===== src/rtl/adc_pkg.sv =====
// Shared types and constants for the ADC LVDS link-training sequencer.
package adc_pkg;

    typedef enum logic [2:0] {
        IDLE,
        RST,
        SETTLE,
        CHECK,
        SLIP,
        VERIFY,
        LOCKED,
        FAIL
    } trainer_state_e;

    localparam logic [7:0] FRAME_PATTERN_DEFAULT = 8'hF0;

    localparam int MAX_SLIPS_LIMIT = 15;
    localparam int SLIP_CNT_W      = $clog2(MAX_SLIPS_LIMIT + 1);
    localparam int RETRAIN_CNT_W   = 8;

    // Width of a counter that runs 0 .. max_count-1.
    function automatic int cnt_width(input int max_count);
        return (max_count < 2) ? 1 : $clog2(max_count);
    endfunction

endpackage


===== src/rtl/adc_link_trainer.sv =====
// Link-training sequencer: resets the ISERDES, bitslips until the frame-clock
// word matches, declares lock, and retrains when alignment is lost.
module adc_link_trainer
    import adc_pkg::*;
#(
    parameter logic [7:0] FRAME_PATTERN = FRAME_PATTERN_DEFAULT,
    parameter int         RST_CYCLES    = 8,
    parameter int         SETTLE_CYCLES = 3,
    parameter int         MAX_SLIPS     = 8,
    parameter int         LOCK_COUNT    = 16,
    parameter int         ERR_LIMIT     = 4
) (
    input  logic                     CLKDIV,
    input  logic                     asyncrst_n,
    input  logic                     adc_en,
    input  logic                     train_req,
    input  logic [7:0]               frm_data,
    output logic                     serdes_rst,
    output logic                     serdes_ce,
    output logic                     bitslip,
    output logic                     aligned,
    output logic                     train_fail,
    output logic [SLIP_CNT_W-1:0]    slip_cnt,
    output logic [RETRAIN_CNT_W-1:0] retrain_cnt
);

    localparam int MAX_AB = (RST_CYCLES > SETTLE_CYCLES) ? RST_CYCLES : SETTLE_CYCLES;
    localparam int MAX_CD = (LOCK_COUNT > ERR_LIMIT) ? LOCK_COUNT : ERR_LIMIT;
    localparam int CNT_W  = cnt_width((MAX_AB > MAX_CD) ? MAX_AB : MAX_CD);

    localparam logic [CNT_W-1:0]      RST_LAST      = CNT_W'(RST_CYCLES - 1);
    localparam logic [CNT_W-1:0]      SETTLE_LAST   = CNT_W'(SETTLE_CYCLES - 1);
    localparam logic [CNT_W-1:0]      LOCK_LAST     = CNT_W'(LOCK_COUNT - 1);
    localparam logic [CNT_W-1:0]      ERR_LAST      = CNT_W'(ERR_LIMIT - 1);
    localparam logic [SLIP_CNT_W-1:0] SLIP_BUDGET   = SLIP_CNT_W'(MAX_SLIPS);
    localparam bit                    LOCK_ON_FIRST = (LOCK_COUNT <= 1);

    trainer_state_e   state, state_nxt, miss_nxt;
    logic [CNT_W-1:0] cnt, cnt_nxt;
    logic             match;
    logic             retrain;
    logic             rst_entry;

    // cnt is a per-state timer: reset cycles, settle cycles, matches, or errors.
    always_comb begin
        state_nxt = state;
        cnt_nxt   = cnt;
        retrain   = 1'b0;
        match     = (frm_data == FRAME_PATTERN);
        miss_nxt  = (slip_cnt < SLIP_BUDGET) ? SLIP : FAIL;

        if (!adc_en) begin
            state_nxt = IDLE;
        end else if (train_req && state != IDLE && state != RST) begin
            state_nxt = RST;
        end else begin
            case (state)
                IDLE:   state_nxt = RST;
                RST:    if (cnt == RST_LAST) state_nxt = SETTLE;
                        else cnt_nxt = cnt + 1'b1;
                SETTLE: if (cnt == SETTLE_LAST) state_nxt = CHECK;
                        else cnt_nxt = cnt + 1'b1;
                CHECK:  if (match) state_nxt = LOCK_ON_FIRST ? LOCKED : VERIFY;
                        else state_nxt = miss_nxt;
                SLIP:   state_nxt = SETTLE;
                VERIFY: begin
                    if (!match)                state_nxt = miss_nxt;
                    else if (cnt == LOCK_LAST) state_nxt = LOCKED;
                    else                       cnt_nxt = cnt + 1'b1;
                end
                LOCKED: begin
                    if (match) begin
                        cnt_nxt = '0;
                    end else if (cnt == ERR_LAST) begin
                        state_nxt = RST;
                        retrain   = 1'b1;
                    end else begin
                        cnt_nxt = cnt + 1'b1;
                    end
                end
                FAIL:    state_nxt = FAIL;
                default: state_nxt = IDLE;
            endcase
        end

        // The CHECK cycle already counted as the first match.
        if (state_nxt != state) cnt_nxt = (state_nxt == VERIFY) ? CNT_W'(1) : '0;
    end

    assign rst_entry = (state_nxt == RST) && (state != RST);

    always_ff @(posedge CLKDIV or negedge asyncrst_n) begin
        if (!asyncrst_n) begin
            state       <= IDLE;
            cnt         <= '0;
            serdes_rst  <= 1'b1;
            serdes_ce   <= 1'b0;
            bitslip     <= 1'b0;
            aligned     <= 1'b0;
            train_fail  <= 1'b0;
            slip_cnt    <= '0;
            retrain_cnt <= '0;
        end else begin
            state      <= state_nxt;
            cnt        <= cnt_nxt;
            serdes_rst <= (state_nxt == IDLE) || (state_nxt == RST);
            serdes_ce  <= !((state_nxt == IDLE) || (state_nxt == RST));
            bitslip    <= (state_nxt == SLIP);
            aligned    <= (state == LOCKED) && (state_nxt == LOCKED);
            if (rst_entry) begin
                slip_cnt   <= '0;
                train_fail <= 1'b0;
            end else begin
                if (state_nxt == SLIP) slip_cnt <= slip_cnt + 1'b1;
                if (state_nxt == FAIL) train_fail <= 1'b1;
            end
            if (retrain && retrain_cnt != '1) retrain_cnt <= retrain_cnt + 1'b1;
        end
    end

endmodule


===== config.mk =====
export PLATFORM = sky130hd
export DESIGN_NAME = adc_link_trainer
export DESIGN_NICKNAME = d
export VERILOG_FILES = /design/src/rtl/adc_pkg.sv /design/src/rtl/adc_link_trainer.sv
export SDC_FILE = /design/constraint.sdc
export NUM_CORES = 1
export LEC_CHECK = 0
export BUFFER_PORTS_ARGS = -buffer_cell sky130_fd_sc_hd__buf_2
export CAP_MARGIN = 20
export CELL_PAD_IN_SITES_DETAIL_PLACEMENT = 1
export CELL_PAD_IN_SITES_GLOBAL_PLACEMENT = 1
export CORE_ASPECT_RATIO = 0.9
export CORE_UTILIZATION = 43
export CTS_BUF_LIST = sky130_fd_sc_hd__clkbuf_4
export DETAILED_ROUTE_END_ITERATION = 6
export HOLD_SLACK_MARGIN = 0.12
export PLACE_DENSITY_LB_ADDON = 0.15
export SLEW_MARGIN = 20
export SYNTH_ARGS = -nofsm -noshare
export SYNTH_HDL_FRONTEND = slang
export SYNTH_SLANG_ARGS = --single-unit
export TNS_END_PERCENT = 1

===== constraint.sdc =====
create_clock -name CLKDIV -period 5.71 [get_ports CLKDIV]
set_input_delay 0.2855 -clock CLKDIV [delete_from_list [all_inputs] [get_ports CLKDIV]]
set_output_delay 0.2855 -clock CLKDIV [all_outputs]
set_load 0.02 [all_outputs]

=== Word level (Yosys, flattened, before mapping) ===
Index checks and enable logic that the tools add are counted.

* Register bits: 24
* Bits in latches: 0
* Memory bits (writable): 0
* Memory bits (read-only): 0
* Input port bits: 12
* Output and inout port bits: 17
* Word-level logic and storage cells: 85
* Memories: 0

* Add/sub/neg operators: 3
* Multiply operators: 0
* Divide/modulo/power cells: 0
* $lt $le $gt $ge: 1
* Equality and inequality tests: 26
* Shift-type cells: 0
* Muxes and demuxes: 31
* Bitwise operators: 0
* Reductions and logical operators: 15

{| class="wikitable"
|+ Operator list
! kind !! number
|-
| 2-to-1 mux 4 bit || 11
|-
| equality test 3 bit, second input constant || 8
|-
| 2-to-1 mux 3 bit || 8
|-
| one-hot mux 3 bit (8 select lines) || 1
|-
| one-hot mux 4 bit (4 select lines) || 1
|-
| inequality test 3 bit, second input constant || 4
|-
| adder 4 x 1 -> 4 bit, second input constant || 2
|-
| adder 8 x 1 -> 8 bit, second input constant || 1
|-
| equality test 4 x 2 -> 1 bit, second input constant || 2
|-
| equality test 8 bit, second input constant || 1
|-
| 2-to-1 mux 1 bit || 8
|-
| inequality test 8 bit, second input constant || 1
|-
| AND reduction 8 bit || 1
|-
| equality test 3 x 1 -> 1 bit, second input constant || 2
|-
| equality test 3 x 2 -> 1 bit, second input constant || 2
|-
| logical NOT 3 bit || 2
|-
| nonzero test 2 bit || 3
|-
| logical AND 1 bit || 5
|-
| nonzero test 5 bit || 1
|-
| equality test 4 x 3 -> 1 bit, second input constant || 1
|-
| equality test 4 bit, second input constant || 1
|-
| less-than comparator 4 bit, second input constant || 1
|-
| 2-to-1 mux 2 bit || 2
|-
| inequality test 4 bit, second input constant || 1
|-
| 6 further kinds || 6
|}

=== Longest topological paths before layout ===
Gate-level depths: netlist (run 1).

* Depth in word-level cells: 9
* Depth in mapped cells: 9
* Gate-level depth less buffers: 8

=== Worst setup path after synthesis (run 1) ===
No wires, ideal clock.

* Kind: input -> register
* Start point: input port frm_data[1]
* End point: register cnt[3]
* Library setup time: 79 ps
* Data arrival time: 2403 ps
* Required time: 5631 ps
* Path slack: 3228 ps
* Stages: 8
* Path through: or4_4 buf_6 nor2_4 o21ai_2 or4_1 buf_2 or4_1 a21oi_1

* Longest elaborated chain between the ends: 8

{| class="wikitable"
|+ RTL lines
! element !! RTL line !! source
|-
| from (decl) || adc_link_trainer.sv:17 || <nowiki>input logic [7:0] frm_data,</nowiki>
|-
| equality test 8 bit (*) || adc_link_trainer.sv:49 || <nowiki>match = (frm_data == FRAME_PATTERN);</nowiki>
|-
| 2-to-1 mux 3 bit, or another cell as far along || adc_link_trainer.sv:72 || <nowiki>if (match) begin</nowiki>
|-
| one-hot mux 3 bit (8 select lines) || adc_link_trainer.sv:57 || <nowiki>case (state)</nowiki>
|-
| 2-to-1 mux 3 bit || adc_link_trainer.sv:54 || <nowiki>end else if (train_req && state != IDLE && state != RST) begin</nowiki>
|-
| 2-to-1 mux 3 bit || adc_link_trainer.sv:52 || <nowiki>if (!adc_en) begin</nowiki>
|-
| inequality test 3 bit || adc_link_trainer.sv:87 || <nowiki>if (state_nxt != state) cnt_nxt = (state_nxt == VERIFY) ? CNT_W'(1) : '0;</nowiki>
|-
| inequality test 4 bit (no line), or another cell as far along || - ||
|-
| AND reduction 8 bit (no line) || - ||
|-
| to (signal assigned) || adc_link_trainer.sv:105 || <nowiki>cnt <= cnt_nxt;</nowiki>
|-
| to (decl) || adc_link_trainer.sv:39 || <nowiki>logic [CNT_W-1:0] cnt, cnt_nxt;</nowiki>
|}

Every way passes the cells marked *; elsewhere a longest branch is shown, timed or not. The select of a mux whose other input is x is not followed.
A chain may end at the register's enable or synchronous reset.

=== Final worst setup path (run 1) ===
* Start point: register cnt[0]
* End point: register cnt[0]

* Longest elaborated chain between the ends: 9

{| class="wikitable"
|+ RTL lines
! element !! RTL line
|-
| equality test 4 x 2 -> 1 bit / equality test 4 bit (equally long branches) || adc_link_trainer.sv:74, adc_link_trainer.sv:68
|-
| 2-to-1 mux 3 bit, on equally long branches || adc_link_trainer.sv:74, adc_link_trainer.sv:68
|-
| 2-to-1 mux 3 bit, on equally long branches || adc_link_trainer.sv:72, adc_link_trainer.sv:67
|-
| one-hot mux 3 bit (8 select lines) || adc_link_trainer.sv:57
|-
| 2-to-1 mux 3 bit || adc_link_trainer.sv:54
|-
| 2-to-1 mux 3 bit || adc_link_trainer.sv:52
|-
| inequality test 3 bit / equality test 3 bit (equally long branches) || adc_link_trainer.sv:87
|-
| inequality test 4 bit (no line), or another cell as far along || -
|-
| AND reduction 8 bit (no line) / 2-to-1 mux 4 bit (equally long branches) || -
|}

Parallel ways exist; a longest one is shown, timed or not. The select of a mux whose other input is x is not followed.

==> summary.md, run 1 <==
| Metric | Value |
|---|---|
| Drt drc | `0` |
| Leak | `0.769 nW` |
| Ant. Diodes | `0` |
| Status | `completed` |
| Min-Delay Endpoint | `state[0]` |
| CTS HTree Levels | `1` |
| Worst vdd ir | `0.000140 V` |
| Total track usage | `0.223` |
| Commonest cells in the netlist | `dfrtp_1, nand2_1, nor2_1` |
| Setup crit start kind | `flop` |
| Final hold vios | `0` |
| R2r setup slk | `2800 ps` |
| Fmax | `344 MHz` |
| Mapped Cells | `163` |
| Pin count of the biggest net entering global routing | `25` |
| DP Cell Count | `225` |
| Number of global-route vias before repair | `1,338` |
| Critical path class | `reg -> reg` |
| Crit path capture type | `flop` |
| Clock Skews | `13.6 ps` |
| CP Cell Sequence | `ha_1, nor3b_1, o21ai_1, a31oi_1, nor3_1, o311ai_1, o21ai_1` |
| Skew-Pair Late Insertion Delay | `330 ps` |
| RSZ-0062 raised after global routing | `no` |
| First-pass GRT wire length | `6350 um` |
| Fillers | `392` |
| Synth unique cells | `49` |
| Syn Nets | `179` |
| Post-Syn Area per Cell | `9.18 sq um` |
| WP data arrival | `3120 ps` |
| R2R Path Start | `cnt[0]` |
| Synth area leader | `dfrtp_1` |
| Top-area cell type share of the netlist area | `0.385` |
| Core region area | `3190 sq um` |
| Final period util | `0.510` |
| PostCTS Resize Cnt | `0` |
| Initial Utilization | `0.470` |
| CTS Root Cell | `clkbuf_4` |
| Detailed placement HPWL | `2930 um` |
| Most frequent cell after synthesis | `dfrtp_1` |
| Post-Syn Area | `1500 sq um` |
| Setup violations, final | `0` |
| Initial antenna violation count | `0` |
| PwrDens | `188 nW/um^2` |
| Post-synth EDFFs | `0` |
| Main area contributors after synthesis | `dfrtp_1, xnor2_1, ha_1` |
| Worst reg2reg path depth | `7` |
| Period minus WS final | `2910 ps` |
| DR WL/cell | `16.7 um` |
| FF+latch area | `602 sq um` |
| Die area | `3720 sq um` |
| Slowest CP cell | `o311ai_1` |
| Primary FF master, synth | `dfrtp_1` |
| Via count | `1,383` |
| Gr ovfl total | `0` |
| Die Height | `58.0 um` |
| Utilization after layout | `0.538` |
| WP data required | `5920 ps` |
| DR pass1 iterations | `4` |
| Critical path peak fanout | `7` |
| Worst hold path type | `in -> reg` |
| Relative slew slack | `0.402` |
| Total I/O pin count | `29` |
| Num rows | `19` |
| GP Congestion | `0.881` |
| Area grow syn2layout | `14.5%` |
| Share of cells above drive strength 1 | `0.218` |
| Clock-pin slew on the worst setup and hold paths | `140 ps` |
| Slowest cell delay on critical path | `650 ps` |
| Vias per cell | `6.01` |
| WP buf/inv | `0` |
| Sequential share of the synthesized area | `0.402` |
| Max Slew Vio Count | `0` |
| CTS tree | `done` |
| CTS Sinks | `24` |
| Fin Setup TNS | `0 ps` |
| #FFs+latches synth | `24` |
| Antenna-violating nets left | `0` |
| Crit-path leading delay family | `compound AO/OA/AOI/OAI gates` |
| Worst-Margin Slew | `889 ps` |
| Cell mode on critical path | `o21ai_1` |
| Post-Route WL | `3850 um` |
| Max clock buf depth | `2` |
| MaxCap Viol Count | `0` |
| Worst path depth | `7` |
| Min-delay src | `adc_en` |
| Final net count | `205` |
| TritonCTS Buffers | `3` |
| Async set-or-reset flop fraction in the synthesized netlist | `1.00` |
| Yosys warning total | `0` |
| 1st-iter DRT viols | `62` |
| FF-to-FF End | `cnt[0]` |
| Post-Layout Cell Count | `230` |
| Worst hold stages | `2` |
| Area of the multi-input gates | `845 sq um` |
| Port Buffer Count | `28` |
| Die X | `64.2 um` |
layout by cell type, fill, tap and decap left out, types with 2 or more instances in the layout:
master / instances
buf_2: 28
dfrtp_1: 23
nand2_1: 13
nor2_1: 12
a21oi_1: 9
and3_1: 7
nor3_1: 7
xnor2_1: 7
o21ai_1: 6
o21ai_0: 5
nand3_1: 5
nor2b_1: 4
a31oi_1: 4
ha_1: 4
xor2_1: 3
inv_1: 3
nor4_1: 3
nand4_1: 3
clkbuf_4: 3
and2_1: 2
nor4b_1: 2
o31ai_1: 2
mux2i_1: 2
nand2b_1: 2
or4b_1: 2
or3_1: 2
or4_1: 2
layout make-up:
class,instances,share of cell area
repair buffers,29,0.0877
clock inverters,1,0.0175
well taps,42,0.0307
inverters,3,0.00657
clock buffers,3,0.0131
flip-flops and latches,24,0.351
multi-input cells,128,0.493
worst max-delay path by stage:
stage	from	slack, ps	end
final	cnt[0]	2800	cnt[0]
after detailed placement	cnt[0]	2920	cnt[0]
after global placement	cnt[0]	3080	cnt[0]
after floorplan	frm_data[1]	3230	cnt[3]
after CTS	cnt[0]	2860	cnt[0]
after global routing	cnt[0]	2650	cnt[0]
power breakdown:
part | total [W] | switching [W] | internal, W
registers | 0.000174 | 0.00000268 | 0.000171
logic | 0.0000225 | 0.0000143 | 0.00000819
clock network | 0.000125 | 0.0000542 | 0.0000711
total | 0.000322 | 0.0000712 | 0.000250
what timing repair did:
action                                 4_1_cts  5_1_grt
setup buffers                                0        0
endpoints found under the hold margin       23        0
hold buffers                                 1        0
state kept, by name (all words and copies together) (netlist names):
register	flops
retrain_cnt	8
cnt	4
slip_cnt	4
state	3
aligned	1
bitslip	1
serdes_ce	1
serdes_rst	1
train_fail	1
kinds of logic after synthesis:
kind of cell | count (synthesis) | share of synthesized area
xor gates and xnor gates | 10 | 0.0585
and+or+nand+nor | 75 | 0.295
buffers and inverters | 11 | 0.0334
muxes | 3 | 0.0209
adders and majority gates | 4 | 0.0334
DFF | 24 | 0.402
AOI/OAI and AO/OA | 36 | 0.156
stage by stage:
stage	power (W)	setup slack, ps	hold WS, ps	instance area, sq um
floorplan	0.000188	3230	-10.1	1500
global placement	0.000198	3080	291	1650
detailed placement	0.000199	2920	315	1650
CTS	0.000325	2860	276	1710
global route	0.000333	2650	285	1710
finish	0.000322	2800	280	1710
routing by layer:
layer	global-route usage	part of all wire
met5	0	0
met4	0.0730	0.014
met3	0.0413	0.040
met2	0.380	0.51
met1	0.289	0.44
No activity file was read; power rests on OpenSTA's default activity.
==> inputs of run 2 (changes only) <==
- ABC_AREA: default -> 1
- CORE_UTILIZATION: 43 -> 42
- clock period: 5.71 -> 2.96 ns (I/O delays scaled with it)
==> summary.md, run 2 <==
| Metric | Value |
|---|---|
| Status | `completed` |
| Highest-count cells in the layout ignoring fill and taps | `nand2_1, buf_2, dfrtp_1` |
| Period minus WS final | `2040 ps (-867 ps)` |
| Port Buffer Count | `28 (unchanged)` |
| Skew-Pair Late Insertion Delay | `320 ps (about the same)` |
| M3 GR Usage | `0.0401 (-0.00126)` |
| Detailed placement HPWL | `3130 um (+6.6%)` |
| Total track usage | `0.219 (-0.00365)` |
| Max Slew Vio Count | `0 (unchanged)` |
| Synth area leader | `dfrtp_1` |
| Die X | `66.3 um (+3.3%)` |
| Vias per cell | `5.01 (-17%)` |
| Placed Area | `1750 sq um (+6.2%)` |
| Reg with most FFs | `retrain_cnt` |
| Worst hold stages | `3 (+1)` |
| RSZ-0062 raised after global routing | `no` |
| GP Congestion | `0.923 (+4.9%)` |
| Crit-path leading delay family | `simple AND/OR/NAND/NOR gates` |
| First-pass GRT wire length | `6560 um (+3.2%)` |
| Fin Setup TNS | `0 ps (unchanged)` |
| Worst reg2reg path depth | `11 (+4)` |
| Critical path peak fanout | `11 (+4)` |
| CTS Sinks | `24 (unchanged)` |
| Worst-Margin Slew | `550 ps (-339 ps)` |
| Utilization after layout | `0.526 (-0.0120)` |
| Top-area cell type share of the netlist area | `0.368 (-0.0163)` |
| Setup violations, final | `0 (unchanged)` |
| Antenna-violating nets left | `0 (unchanged)` |
| Die Height | `59.9 um (+3.3%)` |
| Fin area | `1820 sq um (+6.0%)` |
| Post-Layout Cell Count | `274 (+19%)` |
| GR Layer Usage met2 | `0.394 (+0.0136)` |
| CTS tree | `done` |
| Worst path depth | `11 (+4)` |
| PwrDens | `345 nW/um^2 (+84%)` |
| Yosys warning total | `0 (unchanged)` |
| Most used routing layer | `met2` |
| TritonCTS Buffers | `3 (unchanged)` |
| Most frequent cell after synthesis | `nand2_1` |
| Post-Syn Area per Cell | `7.89 sq um (-14%)` |
| Fmax | `489 MHz (+42%)` |
| Initial Utilization | `0.453 (-0.0172)` |
| Sequential share of the synthesized area | `0.385 (-0.0171)` |
| Mapped Cells | `198 (+21%)` |
| Commonest cells in the netlist | `nand2_1, dfrtp_1, inv_1, nand3_1, nor2_1` |
| Gr ovfl total | `0 (unchanged)` |
| PostCTS Resize Cnt | `0 (unchanged)` |
| 1st-iter DRT viols | `49 (-21%)` |
| Share of cells above drive strength 1 | `0.291 (+0.0732)` |
| Worst vdd ir | `0.000273 V (+95%)` |
| WP data required | `3240 ps (-2680 ps)` |
| Top flop regs | `retrain_cnt (8), cnt (4), slip_cnt (4)` |
| CP Cell Sequence | `inv_1, nor2_1, nand2_1, nand2_1, nand2_1, nor2_1, nor2_1, nor2_1, nand3b_1, o21bai_1, nand2_1` |
| WP buf/inv | `1 (+1)` |
| Relative slew slack | `0.634 (+0.231)` |
| Final period util | `0.690 (+0.181)` |
| WP data arrival | `2320 ps (-800 ps)` |
| Clock Skews | `19.0 ps (+5.37 ps)` |
| Buffer count from post-CTS setup fixing | `0 (unchanged)` |
| Worst hold path type | `in -> reg` |
| Final net count | `247 (+20%)` |
| Commonest non-fill, non-tap cell in the layout | `nand2_1` |
| Max reg flops | `8 (unchanged)` |
| CTS HTree Levels | `1 (unchanged)` |
| Total I/O pin count | `29 (unchanged)` |
| Via count | `1,372 (-0.80%)` |
| MaxCap Viol Count | `0 (unchanged)` |
| Setup crit start kind | `flop` |
| DR WL/cell | `14.1 um (-16%)` |
| Post-synth EDFFs | `0 (unchanged)` |
| Drt drc | `0 (unchanged)` |
| Slowest cell delay on critical path | `650 ps (about the same)` |
| Die area | `3970 sq um (+6.7%)` |
| Critical path class | `reg -> reg` |
| Area grow syn2layout | `16.2%` |
| DR pass1 iterations | `4 (unchanged)` |
| Post-Syn Area | `1560 sq um (+4.4%)` |
| Max clock buf depth | `2 (unchanged)` |
| Met1 GRT Util | `0.279 (-0.0101)` |
| Num rows | `20 (+1)` |
| DP Cell Count | `269 (+20%)` |
| #FFs+latches synth | `24 (unchanged)` |
| Leak | `1.03 nW (+34%)` |
| Initial antenna violation count | `0 (unchanged)` |
| Number of global-route vias before repair | `1,367 (+2.2%)` |
| Synth unique cells | `32 (-35%)` |
| Final hold vios | `0 (unchanged)` |
| Core region area | `3450 sq um (+8.4%)` |
| Crit path capture type | `flop` |
| Ant. Diodes | `0 (unchanged)` |
| Clock-pin slew on the worst setup and hold paths | `150 ps (about the same)` |
| Total power | `0.000626 W (+95%)` |
| CTS Root Cell | `clkbuf_4` |
| Pin count of the biggest net entering global routing | `25 (unchanged)` |
| Post-Route WL | `3850 um (about the same)` |
| Primary FF master, synth | `dfrtp_1` |
| Syn Nets | `214 (+20%)` |
| Main area contributors after synthesis | `dfrtp_1, nand2_1, nand3_1` |
| Async set-or-reset flop fraction in the synthesized netlist | `1.00 (unchanged)` |
| Slowest CP cell | `dfrtp_1` |
## run 2: final cells by class
type / instances / area, sq um
fillers: 443 / 1640
multi-input cells: 142 / 837
flip-flops and latches: 24 / 602
repair buffers: 29 / 150
inverters: 31 / 119
well taps: 44 / 55.1
clock inverters: 1 / 30.0
clock buffers: 3 / 22.5
## run 2: kinds of logic after synthesis
logic type / Yosys count / share of synthesized area
simple gates: 115 / 0.391
compound gates: 12 / 0.0496
mux: 1 / 0.00721
flops: 24 / 0.385
buf+inv: 32 / 0.0793
fa+ha+maj: 4 / 0.0320
xor+xnor: 10 / 0.0560
## run 2: repair_timing
| item | CTS | global route |
|---|---|---|
| endpoints found under the setup margin | 0 | 0 |
| hold buffers | 1 | 0 |
| hold endpoints to repair | 23 | 0 |
## run 2: power breakdown
part | leakage, nW | internal, W | switching (W)
registers | 0.328 | 0.000331 | 0.00000568
logic | 0.675 | 0.0000186 | 0.0000307
clock network | 0.0279 | 0.000137 | 0.000103
total | 1.03 | 0.000486 | 0.000140
## run 2: path summary, 6_finish.rpt
path,startpoint,end,slack [ps]
worst max-delay path,state[0],cnt[0],920
worst min-delay path,adc_en,state[0],230
worst max register to register,state[0],cnt[0],920
worst min register to register,train_fail,train_fail,500
max in group asynchronous,asyncrst_n,serdes_rst,2240
min in group asynchronous,asyncrst_n,cnt[2],320
## run 2: through the flow
step | hold WS, ps | worst slack [ps]
6_report | 231 | 916
4_1_cts | 229 | 914
3_5_place_dp | 165 | 960
3_3_place_gp | 149 | 1060
2_1_floorplan | -148 | 1280
5_1_grt | 240 | 670
## run 2: layer usage
metal / share of wire / vias to the layer above / wire length (um)
met1: 0.45 / 664 / 1750
met5: 0 / - / 0
li1: - / 686 / -
met3: 0.023 / 2 / 89
met2: 0.52 / 20 / 2000
met4: 0.0049 / 0 / 19
## run 2: tightest hold or removal path: stages
cell and delay (ps):
buf_2 120, inv_1 120, nor2_1 110
==> inputs of run 3 (changes only) <==
- clock period: 2.96 -> 2.1 ns (I/O delays scaled with it)
==> summary.md, run 3 (synthesized netlist as in run 2, its figures left out) <==
| Metric | Value |
|---|---|
| First-pass GRT wire length | `6560 um (unchanged)` |
| Max Slew Vio Count | `0 (unchanged)` |
| Number of global-route vias before repair | `1,419 (+3.8%)` |
| Status | `completed` |
| CTS Root Cell | `clkbuf_4` |
| Min-Delay Endpoint | `state[0]` |
| GR Layer Usage met2 | `0.408 (+0.0146)` |
| Clock Skews | `15.8 ps (-3.16 ps)` |
| Final net count | `251 (+1.6%)` |
| WP data arrival | `2200 ps (-120 ps)` |
| Gr ovfl total | `0 (unchanged)` |
| MaxCap Viol Count | `0 (unchanged)` |
| DR WL/cell | `13.8 um (-1.6%)` |
| Total track usage | `0.224 (+0.00455)` |
| Antenna-violating nets left | `0 (unchanged)` |
| Min-delay src | `adc_en` |
| Most used routing layer | `met2` |
| Critical path class | `reg -> reg` |
| Post-Layout Cell Count | `278 (+1.5%)` |
| Fmax | `519 MHz (+6.0%)` |
| CTS tree | `done` |
| Fin area | `1850 sq um (+2.1%)` |
| Reg with most FFs | `retrain_cnt` |
| Num rows | `20 (unchanged)` |
| Post-Route WL | `3850 um (-0.13%)` |
| Initial Utilization | `0.453 (unchanged)` |
| Highest-count cells in the layout ignoring fill and taps | `nand2_1, buf_2, inv_1, dfrtp_1, nand3_1` |
| R2R Path Start | `cnt[0]` |
| FF-to-FF End | `cnt[1]` |
| Core region area | `3450 sq um (unchanged)` |
| CTS HTree Levels | `1 (unchanged)` |
| Port Buffer Count | `28 (unchanged)` |
| Worst path depth | `11 (unchanged)` |
| Max reg flops | `8 (unchanged)` |
| Final period util | `0.918 (+0.227)` |
| Die Height | `59.9 um (unchanged)` |
| Period minus WS final | `1930 ps (-116 ps)` |
| Slowest CP cell | `dfrtp_1` |
| Top flop regs | `retrain_cnt (8), cnt (4), slip_cnt (4)` |
| WP data required | `2370 ps (-870 ps)` |
| CTS Sinks | `24 (unchanged)` |
| Setup violations, final | `0 (unchanged)` |
| Final hold vios | `0 (unchanged)` |
| Die X | `66.3 um (unchanged)` |
| Via count | `1,388 (+1.2%)` |
| Setup crit start kind | `flop` |
| WP buf/inv | `1 (unchanged)` |
| Fillers | `447 (+0.90%)` |
| Vias per cell | `4.99 (-0.29%)` |
| Drt drc | `0 (unchanged)` |
| DP Cell Count | `270 (+0.37%)` |
| Detailed placement HPWL | `3100 um (-0.84%)` |
| Placed Area | `1760 sq um (+0.43%)` |
| Met1 GRT Util | `0.263 (-0.0161)` |
| Share of cells above drive strength 1 | `0.333 (+0.0420)` |
| Slowest cell delay on critical path | `440 ps (-210 ps)` |
| Crit-path leading delay family | `simple AND/OR/NAND/NOR gates` |
| CP Cell Sequence | `ha_2, nand2_1, clkinv_1, nand3_2, nor2_1, nor2_1, nand2_1, nor2_1, nand2_1, o21ai_0, nor3b_2` |
| Worst reg2reg path depth | `11 (unchanged)` |
| Worst-Margin Slew | `541 ps (-8.66 ps)` |
| Initial antenna violation count | `0 (unchanged)` |
| Critical path peak fanout | `4 (-7)` |
| Max clock buf depth | `2 (unchanged)` |
| Worst vdd ir | `0.000248 V (-9.1%)` |
| Total I/O pin count | `29 (unchanged)` |
| Skew-Pair Late Insertion Delay | `330 ps (about the same)` |
| Leak | `1.04 nW (+1.1%)` |
| Ant. Diodes | `0 (unchanged)` |
| 1st-iter DRT viols | `44 (-10%)` |
| Clock-pin slew on the worst setup and hold paths | `140 ps (about the same)` |
| Commonest non-fill, non-tap cell in the layout | `nand2_1` |
| GP Congestion | `0.779 (-16%)` |
| TritonCTS Buffers | `3 (unchanged)` |
| Pin count of the biggest net entering global routing | `25 (unchanged)` |
| Worst hold path type | `in -> reg` |
| Crit path capture type | `flop` |
| R2r setup slk | `170 ps (-740 ps)` |
| Area grow syn2layout | `18.6%` |
| Worst hold stages | `3 (unchanged)` |
| PwrDens | `421 nW/um^2 (+22%)` |
| Die area | `3970 sq um (unchanged)` |
| Utilization after layout | `0.537 (+0.0109)` |
| DR pass1 iterations | `4 (unchanged)` |
| Relative slew slack | `0.639 (+0.00577)` |
| M3 GR Usage | `0.0401 (unchanged)` |
==> run 3: worst min-delay path: stages <==
cell and delay [ps]:
buf_2 140, inv_1 150, nor2_2 80
==> run 3: stage by stage <==
stage	setup WS (ps)	power [W]	setup TNS [ps]	hold WS [ps]
final	172	0.000779	0	191
after CTS	81.5	0.000790	0	175
after global routing	-11.9	0.000814	-40.9	180
after detailed placement	127	0.000555	0	123
after global placement	194	0.000550	0	109
after floorplan	419	0.000521	0	-191
==> run 3: power by group <==
group	internal [W]	switching, W
registers	0.000467	0.00000641
logic	0.0000298	0.0000480
clock network	0.0000875	0.000141
total	0.000584	0.000196
==> run 3: worst max-delay path by stage <==
stage	startpoint	slack, ps	end
2_1_floorplan	cnt[1]	420	cnt[3]
3_3_place_gp	cnt[0]	190	slip_cnt[3]
3_5_place_dp	cnt[0]	130	slip_cnt[2]
4_1_cts	cnt[0]	80	slip_cnt[2]
5_1_grt	cnt[0]	-10	slip_cnt[0]
6_report	cnt[0]	170	cnt[1]
==> run 3: area by class of cell <==
class,instances,area [sq um],share of cell area
inverters,31,119,0.0641
multi-input cells,142,866,0.467
flip-flops and latches,24,603,0.325
clock buffers,4,30.0,0.0162
repair buffers,33,180,0.0972
well taps,44,55.1,0.0297
==> run 3: what timing repair did <==
item                                    CTS  global route
endpoints found under the hold margin    24             0
hold buffers                              1             0
resized for setup                         0             9
endpoints found under the setup margin    0             8
setup buffers                             0             3
==> run 3: routing by layer <==
metal,wire (um),vias up
met3,113,5
met5,0,-
met4,52,0
li1,-,699
met1,1720,656
met2,1970,28
